===== config.mk =====
export PLATFORM = sky130hd
export DESIGN_NAME = spike_rate_encoder
export DESIGN_NICKNAME = d
export VERILOG_FILES = /design/src/rtl/snn_pkg.sv /design/src/rtl/spike_rate_encoder_lfsr8.sv /design/src/rtl/spike_rate_encoder.sv
export SDC_FILE = /design/constraint.sdc
export NUM_CORES = 1
export LEC_CHECK = 0
export BUFFER_PORTS_ARGS = -buffer_cell sky130_fd_sc_hd__buf_4
export CORE_MARGIN = 2
export CORE_UTILIZATION = 50
export DETAILED_ROUTE_END_ITERATION = 12
export PLACE_DENSITY = 0.82
export SYNTH_ARGS = -nofsm -noshare
export SYNTH_HDL_FRONTEND = slang
export SYNTH_SLANG_ARGS = --single-unit

===== constraint.sdc =====
create_clock -name clk -period 2.25 [get_ports clk]
set_input_delay 0 -clock clk [delete_from_list [all_inputs] [get_ports clk]]
set_output_delay 0 -clock clk [all_outputs]
set_load 0.02 [all_outputs]

===== src/rtl/snn_pkg.sv =====
// snn_pkg -- shared types and constants for the spiking-network blocks.
//   RATE_W / COUNT_W : widths of the stimulus rate and the spike count
//   enc_state_t      : spike_rate_encoder FSM states
//   LFSR_SEED / LFSR_TAPS : reset value and feedback mask of lfsr8
//                           (taps x^8+x^6+x^5+x^4+1 -> bits 7,5,4,3)
package snn_pkg;

    localparam int RATE_W  = 8;
    localparam int COUNT_W = 8;

    typedef enum logic [1:0] {
        IDLE   = 2'd0,
        ENCODE = 2'd1,
        REPORT = 2'd2
    } enc_state_t;

    localparam logic [7:0] LFSR_SEED = 8'hB8;
    localparam logic [7:0] LFSR_TAPS = 8'b1011_1000;

endpackage


===== src/rtl/spike_rate_encoder_lfsr8.sv =====
// lfsr8 -- 8-bit Fibonacci LFSR, advances every clock.
// Provides the per-window starting phase for the encoder when
// SPIKE_ENC_DITHER_EN is defined.
// Ports:
//   clk   : rising-edge clock
//   reset : synchronous active-high reset, loads LFSR_SEED
//   q     : current LFSR value (never zero)
module lfsr8
    import snn_pkg::*;
(
    input  logic       clk,
    input  logic       reset,
    output logic [7:0] q
);

    always_ff @(posedge clk) begin
        if (reset) begin
            q <= LFSR_SEED;
        end else begin
            // Feedback is the XOR of the tapped bits, shifted in at the LSB.
            q <= {q[6:0], ^(q & LFSR_TAPS)};
        end
    end

endmodule


===== src/rtl/spike_rate_encoder.sv =====
// spike_rate_encoder -- rate-codes an 8-bit stimulus into a spike train
// over a window of WINDOW encode cycles using a phase accumulator, then
// reports how many spikes it emitted.
//
// Optional feature macro: SPIKE_ENC_DITHER_EN. When defined, an lfsr8
// supplies the starting phase of each window instead of zero.
//
// Parameters:
//   WINDOW  : encode cycles per window, 1..255
//   REFRACT : silent cycles forced after each spike, 0..15
// Ports:
//   clk, reset   : clock and synchronous active-high reset
//   in_valid/in_ready/in_data : stimulus input handshake
//   spike_out    : registered one-cycle spike pulse
//   busy         : high whenever the FSM is not IDLE
//   spike_count  : spikes of the last completed window
//   count_valid  : one-cycle strobe qualifying spike_count
//   state_dbg    : current FSM state, for observation only
//
// Handshake: a value transfers on any rising edge where in_valid and
// in_ready are both high. in_ready depends on state only (high in IDLE),
// never on in_valid; the producer holds in_data until the transfer.
module spike_rate_encoder
    import snn_pkg::*;
#(
    parameter int WINDOW  = 255,
    parameter int REFRACT = 0
) (
    input  logic               clk,
    input  logic               reset,
    input  logic               in_valid,
    output logic               in_ready,
    input  logic [RATE_W-1:0]  in_data,
    output logic               spike_out,
    output logic               busy,
    output logic [COUNT_W-1:0] spike_count,
    output logic               count_valid,
    output enc_state_t         state_dbg
);

    localparam logic [7:0] WIN_LAST = 8'(WINDOW - 1);
    localparam logic [3:0] REFR_LEN = 4'(REFRACT);

    enc_state_t          state, next_state;
    logic [RATE_W-1:0]   acc;
    logic [RATE_W-1:0]   rate;
    logic [7:0]          win_cnt;
    logic [3:0]          refr_cnt;
    logic [COUNT_W-1:0]  cnt;
    logic [RATE_W:0]     sum;
    logic [RATE_W-1:0]   acc_init;
    logic                accept;

`ifdef SPIKE_ENC_DITHER_EN
    logic [7:0] lfsr_q;

    lfsr8 u_lfsr8 (
        .clk   (clk),
        .reset (reset),
        .q     (lfsr_q)
    );

    assign acc_init = lfsr_q;
`else
    assign acc_init = '0;
`endif

    assign in_ready  = (state == IDLE);
    assign busy      = (state != IDLE);
    assign accept    = in_valid && in_ready;
    assign state_dbg = state;

    // The carry out of the phase add is the spike condition.
    assign sum = {1'b0, acc} + {1'b0, rate};

    // State register
    always_ff @(posedge clk) begin
        if (reset) begin
            state <= IDLE;
        end else begin
            state <= next_state;
        end
    end

    // Next-state logic
    always_comb begin
        next_state = state;
        case (state)
            IDLE:    if (accept) next_state = ENCODE;
            ENCODE:  if (win_cnt == WIN_LAST) next_state = REPORT;
            REPORT:  next_state = IDLE;
            default: next_state = IDLE;
        endcase
    end

    // Datapath
    always_ff @(posedge clk) begin
        if (reset) begin
            acc         <= '0;
            rate        <= '0;
            win_cnt     <= '0;
            refr_cnt    <= '0;
            cnt         <= '0;
            spike_out   <= 1'b0;
            spike_count <= '0;
            count_valid <= 1'b0;
        end else begin
            count_valid <= 1'b0;
            case (state)
                IDLE: begin
                    spike_out <= 1'b0;
                    if (accept) begin
                        rate     <= in_data;
                        acc      <= acc_init;
                        win_cnt  <= '0;
                        cnt      <= '0;
                        refr_cnt <= '0;
                    end
                end
                ENCODE: begin
                    win_cnt <= win_cnt + 8'd1;
                    if (refr_cnt != 4'd0) begin
                        // Refractory: phase is frozen, no spike.
                        refr_cnt  <= refr_cnt - 4'd1;
                        spike_out <= 1'b0;
                    end else if (sum[RATE_W]) begin
                        spike_out <= 1'b1;
                        acc       <= sum[RATE_W-1:0];
                        cnt       <= cnt + 8'd1;
                        refr_cnt  <= REFR_LEN;
                    end else begin
                        acc       <= sum[RATE_W-1:0];
                        spike_out <= 1'b0;
                    end
                end
                REPORT: begin
                    // cnt already includes a spike from the last ENCODE cycle.
                    spike_count <= cnt;
                    count_valid <= 1'b1;
                    spike_out   <= 1'b0;
                end
                default: begin
                    spike_out <= 1'b0;
                end
            endcase
        end
    end

endmodule


==> impl_results.md, run 1 <==
* Status: complete, no violations
* Antenna cells at 0
* Setup violators final at 0
* CTS Root Cell: clkbuf_8
* Syn_nets at 311
* Post-route ant nets at 0
* Final instance area at 2840 µm²
* Placed Cells incl. Taps at 357
* Final WL at 4840 µm
* Die area at 5320 µm²
* Period utilization at 0.942
* Placed cell area at 2620 µm²
* Final WS setup at 131 ps
* Commonest cells post-synth: dfxtp_1 (48), nand2_1 (47), a21oi_1 (33), nor2_1 (27), ha_1 (13)
* TritonCTS buffer count at 5
* Worst Path Arrival at 2330 ps
* Worst-Skew Late Latency at 310 ps
* FF-to-FF setup slack at 130 ps
* Hold Fails Final Rpt at 0
* Initial antenna violation count at 0
* Vias at 2066
* Port bufs at 24
* Psw at 469 µW
* Yosys top cell by area: dfxtp_1
* Core Footprint at 4660 µm²
* GPL Wtd Cong at 0.822
* Register area share after synthesis at 0.404
* Hold Crit Class: in2reg
* Iter 0 DRT Violations at 150
* Most common cell in the synthesized netlist: dfxtp_1
* Minimum clock period after layout at 2120 ps
* Max_slew headroom at 0.670
* VDD IR-drop max at 0.313 mV
* Unrepaired setup endpoints after global routing: false
* Area contributors post-synth: dfxtp_1 (40%), nand2_1 (7.4%), a21oi_1 (6.9%), ha_1 (6.8%), nor2_1 (4.3%)
* WP data required at 2460 ps
* Drt drc at 0
* Slew Limit Fails at 0
* FF-to-FF Start: acc[0]
* Die height at 73.0 µm
* Die width at 73.0 µm
* Pwr/cell area at 626 nW/µm²
* All-Layer GR Usage at 0.203
* Crit path kind: reg2reg
* YS warnings at 0
* Post-Syn Area at 2380 µm²
* Layout net count at 343
* Io pins at 25
* Grt total ovfl at 0
* Clk buf depth at 2
* Share of cells above drive strength 1 at 0.172
* Vias in the first global route at 1969
* Post-Layout Cell Count at 373
* CTS tree: yes
* First-pass GRT wire length at 8540 µm
* Synth async-reset ratio at 0
* Peak fanout along the critical path at 3
* Hold path startpoint: reset
* Hold Path Stages at 2
* DP Worst Slack at 104 ps
* Num Clock Sinks at 48
* Post-synth EDFFs at 0
* Largest net degree at the start of global routing at 44
* Routed len/inst at 13.0 µm
* Sink of the worst hold path: win_cnt[1]
* Clock Skew at 7.70 ps
* R2r endpoint: cnt[7]
* Synthesis-to-finish area growth at 19.5%
* Fin util at 0.610
* H-tree Lvls at 2
* Post-synth top flop: dfxtp_1
* Synth Instances at 286
* Sw Share at 0.264
* Synth top area share at 0.404
* Synth unique cells at 49
* Setup total negative slack at 0 ps
* Sequential power share at 0.499
* Crit. Startpoint: acc[0]
* Logic pwr share at 0.141
* DPL Wire Length at 3340 µm
* Starting density of the core at 0.510
* Critical Path Sink Type: flip-flop
* CTS clk-pin slew, worst paths at 90 ps
* Syn Area/Cell at 8.31 µm²
* FF-to-FF path depth at 8
* Internal power at 1.31 mW
* Max Freq at 472 MHz
* Synth Register Bits at 48
* Avg Vias per Cell at 5.54
* Detailed Routing Iterations Pass 1 at 4
* Critical path startpoint category: flip-flop
* Max Cap Viol at 0
* Clock power frac at 0.360
* Worst slew pin tran at 494 ps
* Row count at 25
* Leak Pwr at 1.11 nW
## critical path, stage by stage, from the launching register on
cell and delay (ps):
dfxtp_1 340, ha_1 170, inv_1 60, fa_1 410, nand2b_4 170, a211oi_2 250
or3_4 170, a31oi_1 130, a221o_1 310
## flip-flops by register name, indices dropped and copies added (netlist names)
signal,count
win_cnt,8
acc,8
state_dbg,2
cnt,8
spike_out,1
count_valid,1
spike_count,8
refr_cnt,4
rate,8
## metrics by stage
stage,hold slack (ps),power [mW]
3_5_place_dp,258,1.14
5_1_grt,118,1.86
6_report,103,1.78
4_1_cts,110,1.78
3_3_place_gp,247,1.14
2_1_floorplan,136,1.07
## cells by family (layout without fill, tap and decap cells)
logic type                 Yosys count  count (layout)  share of synthesized area
and+or+nand+nor                    123             123                      0.248
AOI/OAI and AO/OA                   72              72                      0.207
DFF                                 48              48                      0.404
buffers and inverters               22              55                     0.0363
adders and majority gates           14              14                     0.0768
xor gates and xnor gates             4               4                     0.0147
muxes                                3               3                     0.0132
## worst max-delay path by stage
stage | end | slack, ps | cells past startpoint
after floorplan | cnt[7] | 160 | 8
after global placement | cnt[7] | 210 | 9
after detailed placement | cnt[7] | 100 | 9
after CTS | cnt[7] | 90 | 9
after global routing | cnt[4] | 4 | 9
final | cnt[7] | 130 | 8
## layout make-up
type / instances / area [µm²]
inverters: 9 / 33.8
clock buffers: 5 / 68.8
multi-input cells: 216 / 1360
repair buffers: 38 / 305
fillers: 411 / 1820
clock inverters: 3 / 46.3
flip-flops and latches: 48 / 961
well taps: 54 / 67.6
## cells in the final DEF (no fill, tap or decap), types with 4 or more instances in the layout
master	n
or2_2	4
a21oi_1	33
nand2_1	47
nor3_1	7
o21a_1	5
nand2b_1	4
ha_1	13
o21ai_0	9
dlygate4sd3_1	8
dfxtp_1	48
nor2_1	27
buf_4	30
nand3_1	10
inv_1	9
clkbuf_8	5
## power groups by stage
stage / Sequential [mW] / Clock [mW] / Combinational [mW]
floorplan: 0.906 / 0 / 0.169
CTS: 0.888 / 0.648 / 0.247
detailed placement: 0.908 / 0 / 0.234
global placement: 0.907 / 0 / 0.229
finish: 0.888 / 0.641 / 0.250
global route: 0.891 / 0.685 / 0.279
## routing by layer
metal / GRT usage / wire length, µm / vias up / share of wire
li1: - / - / 1064 / -
met1: 0.248 / 2210 / 960 / 0.46
met2: 0.353 / 2380 / 36 / 0.49
met3: 0.0580 / 175 / 6 / 0.036
met4: 0.0514 / 69 / 0 / 0.014
met5: 0 / 0 / - / 0
## timing repair
| action | 4_1_cts | 5_1_grt |
|---|---|---|
| gates resized for setup | 0 | 4 |
| hold buffers | 8 | 0 |
| setup buffers | 0 | 0 |
| endpoints found under the hold margin | 8 | 0 |
| setup endpoints to repair | 0 | 3 |
(Power assumes the default switching activity.)
==> run 2, diff against run 1 <==
Settings changed: ABC_AREA from default to 1, CORE_ASPECT_RATIO from default to 0.8, CTS_CLUSTER_SIZE from default to 40.
==> run 2 against run 1 <==
Compared with the run above:
- the run now ends with negative hold slack left
- core utilization down 1.2 points
- count of clock-buffer cells in the layout up 1
- sequential power up 2%
- clock power up 3.7%
- critical path type unchanged
- critical endpoint is now cnt[5]
- highest routed layer unchanged
==> impl_results.md, run 2 <==
* Status: finished, violations left
* Syn_nets at 366 (+18%)
* Leak Pwr at 1.28 nW (+15%)
* Slowest cell on crit path: fa_1
* Power Total at 1.92 mW (+7.9%)
* Hold Fails Final Rpt at 1 (+1)
* Vias in the first global route at 2003 (+1.7%)
* CP Cell Sequence: ha_1 -> inv_1 -> fa_1 -> inv_1 -> nand2_1 -> nand2_1 -> nand3_1 -> nand3_4 -> nand2_8 -> nand2_2 -> nand2_1 -> nand2_1 -> inv_1
* Vias at 2244 (+8.6%)
* Num Clock Sinks at 48 (unchanged)
* Peak fanout along the critical path at 10 (+7)
* Met2 Wirelength at 2350 µm (-1.2%)
* Highest Signal Layer: met4
* Min Hold Slack at -0.708 ps (-104 ps)
* Logic pwr share at 0.180 (+0.039)
* All-Layer GR Usage at 0.198 (-0.00532)
* CTS Root Cell: clkbuf_8
* Row count at 23 (-8.0%)
* Clk buf depth at 2 (unchanged)
* Fin util at 0.597 (-0.0123)
* Hold Crit Class: in2reg
* Critical Path Sink Type: flip-flop
* Synth Register Bits at 48 (unchanged)
* Share of cells above drive strength 1 at 0.179 (+0.00625)
* Core Footprint at 4950 µm² (+6.2%)
* Post-synth EDFFs at 0 (unchanged)
* Synthesis-to-finish area growth at 17.1%
* Setup violators final at 0 (unchanged)
* Io pins at 25 (unchanged)
* Syn Area/Cell at 7.40 µm² (-11%)
* Internal power at 1.37 mW (+5.0%)
* Failing checks: negative hold slack
* Crit. Startpoint: acc[0]
* Most frequent cells in the layout: nand2_1 (68), dfxtp_1 (48), nor2_1 (44), inv_1 (36)
* Slew Limit Fails at 0 (unchanged)
* Commonest cells post-synth: nand2_1 (68), dfxtp_1 (48), nor2_1 (44), inv_1 (36), a21oi_1 (25)
* Worst Path Arrival at 2090 ps (-240 ps)
* Met3 routed WL at 207 µm (+18%)
* Register area share after synthesis at 0.381 (-0.0236)
* Die width at 83.5 µm (+14%)
* Post-Syn Area at 2520 µm² (+6.2%)
* Unrepaired setup endpoints after global routing: false
* Psw at 544 µW (+16%)
* DP Worst Slack at 383 ps (+278 ps)
* Max Cap Viol at 0 (unchanged)
* Post-Synth Simple-Gate Area at 0.335 (+0.0871)
* Cell repeated most along the worst path: nand2_1
* Post-route ant nets at 0 (unchanged)
* Number of gates resized after cts at 0 (unchanged)
* FF-to-FF Start: acc[0]
* Commonest non-fill, non-tap cell in the layout: nand2_1
* Area contributors post-synth: dfxtp_1 (38%), nand2_1 (10%), nor2_1 (6.5%), ha_1 (6.4%), inv_1 (5.4%)
* FF-to-FF setup slack at 380 ps (+250 ps)
* CTS Hold Bufs at 7 (-1)
* Buf/Inv on CP at 3 (+2)
* Mux contribution to synthesized area at 0 (-0.0132)
* Synth Area in Compound Gates at 0.131 (-0.0755)
* R2r endpoint: cnt[5]
* Critical path depth at 13 (+5)
* Minimum clock period after layout at 1870 ps (-247 ps)
* Initial antenna violation count at 0 (unchanged)
* Worst-Skew Late Latency at 310 ps (about the same)
* Final WL at 5160 µm (+6.7%)
* Synth unique cells at 38 (-22%)
* Crit path kind: reg2reg
* Max_slew headroom at 0.561 (-0.109)
* Sequential power share at 0.473 (-0.026)
* Worst path max stage delay at 350 ps (-60 ps)
* Critical path startpoint category: flip-flop
* WP data required at 2460 ps (about the same)
* Period utilization at 0.832 (-0.110)
* Pwr/cell area at 649 nW/µm² (+3.7%)
* Die area at 5640 µm² (+5.9%)
* Clock Skew at 10.5 ps (+2.79 ps)
* Largest net degree at the start of global routing at 24 (-45%)
* FF-to-FF path depth at 13 (+5)
* Setup total negative slack at 0 ps (unchanged)
* Routed len/inst at 11.8 µm (-8.9%)
* First-pass GRT wire length at 8910 µm (+4.3%)
* Iter 0 DRT Violations at 106 (-29%)
* Synth Instances at 341 (+19%)
* Setup Fix Bufs, Post-CTS at 0 (unchanged)
* Adder-cell share of the synthesized area at 0.0723 (-0.00449)
* YS warnings at 0 (unchanged)
* DPL Wire Length at 3720 µm (+11%)
* Antenna cells at 0 (unchanged)
* Detailed Routing Iterations Pass 1 at 4 (unchanged)
* VDD IR-drop max at 0.389 mV (+24%)
* Synth top area share at 0.381 (-0.0236)
* Sw Share at 0.284 (+0.0198)
* Starting density of the core at 0.510 (about the same)
* Post-synth top flop: dfxtp_1
* XOR/XNOR Fraction of Synth Area at 0.00694 (-0.00780)
* Crit path to: cnt[5]
* GPL Wtd Cong at 0.848 (+3.1%)
* H-tree Lvls at 2 (unchanged)
* Final WS setup at 378 ps (+247 ps)
* Avg Vias per Cell at 5.14 (-7.3%)
* Layout net count at 399 (+16%)
* Die height at 67.6 µm (-7.4%)
* TritonCTS buffer count at 5 (unchanged)
* Drt drc at 0 (unchanged)
* Port bufs at 24 (unchanged)
* Synth async-reset ratio at 0 (unchanged)
* Crit-path leading delay family: simple AND/OR/NAND/NOR gates
* Grt total ovfl at 0 (unchanged)
* Clock power frac at 0.347 (-0.013)
* Main combinational cell family by area after synthesis: simple AND/OR/NAND/NOR gates
* CTS tree: yes
* Worst slew pin tran at 658 ps (+164 ps)
* CTS clk-pin slew, worst paths at 90 ps (about the same)
* Max Freq at 534 MHz (+13%)
* WL met1 at 2470 µm (+11%)
* Most common cell in the synthesized netlist: nand2_1
* Yosys top cell by area: dfxtp_1
[run 2: cell count changes after synthesis, sizes merged, moves of 7 or more]
cell / before / now
clkbuf: 11 / 3
nor2: 28 / 51
nand3: 10 / 25
nand2: 48 / 80
nor3: 8 / 1
inv: 9 / 41
o21ai: 11 / 26
[run 2: per-stage QoR]
stage               area (µm²)  std cells
CTS                       2960        437
global placement          2770        422
finish                    2960        437
detailed placement        2770        422
global route              2960        437
floorplan                 2520        341
[run 2: layout make-up]
type	count	area, µm²
flip-flops and latches	48	961
multi-input cells	246	1380
repair buffers	32	258
fillers	463	1990
well taps	62	77.6
clock inverters	2	38.8
clock buffers	6	82.6
inverters	41	161
[run 2: power by group through the flow]
stage	Sequential [mW]	Combinational (mW)	Clock, mW
3_5_place_dp	0.928	0.334	0
4_1_cts	0.908	0.346	0.683
5_1_grt	0.913	0.386	0.707
2_1_floorplan	0.924	0.257	0
3_3_place_gp	0.926	0.326	0
6_report	0.908	0.345	0.665
[run 2: metal layers]
layer,vias up,GRT usage
li1,1168,-
met1,1020,0.247
met2,45,0.330
met3,11,0.0342
met4,0,0.115
met5,-,0
[run 2: worst min path at each step]
stage	startpoint	end	slack [ps]	cells past startpoint
final	in_data[1]	rate[1]	-0.7	3
after detailed placement	in_data[3]	rate[3]	260	3
after global routing	in_data[1]	rate[1]	10	3
after floorplan	in_data[0]	rate[0]	170	2
after global placement	in_data[3]	rate[3]	250	3
after CTS	in_data[1]	rate[1]	8	3
[run 2: worst register-to-register path: stages (launching register included)]
cell and delay [ps]:
dfxtp_1 340, ha_1 160, inv_1 50, fa_1 350, inv_1 70, nand2_1 60, nand2_1 90, nand3_1 160
nand3_4 180, nand2_8 100, nand2_2 60, nand2_1 60, nand2_1 50, inv_1 30
[run 2: cell families after synthesis]
family | after synthesis
buffers and inverters | 47
adders and majority gates | 14
AOI/OAI and AO/OA | 60
and+or+nand+nor | 170
DFF | 48
xor gates and xnor gates | 2
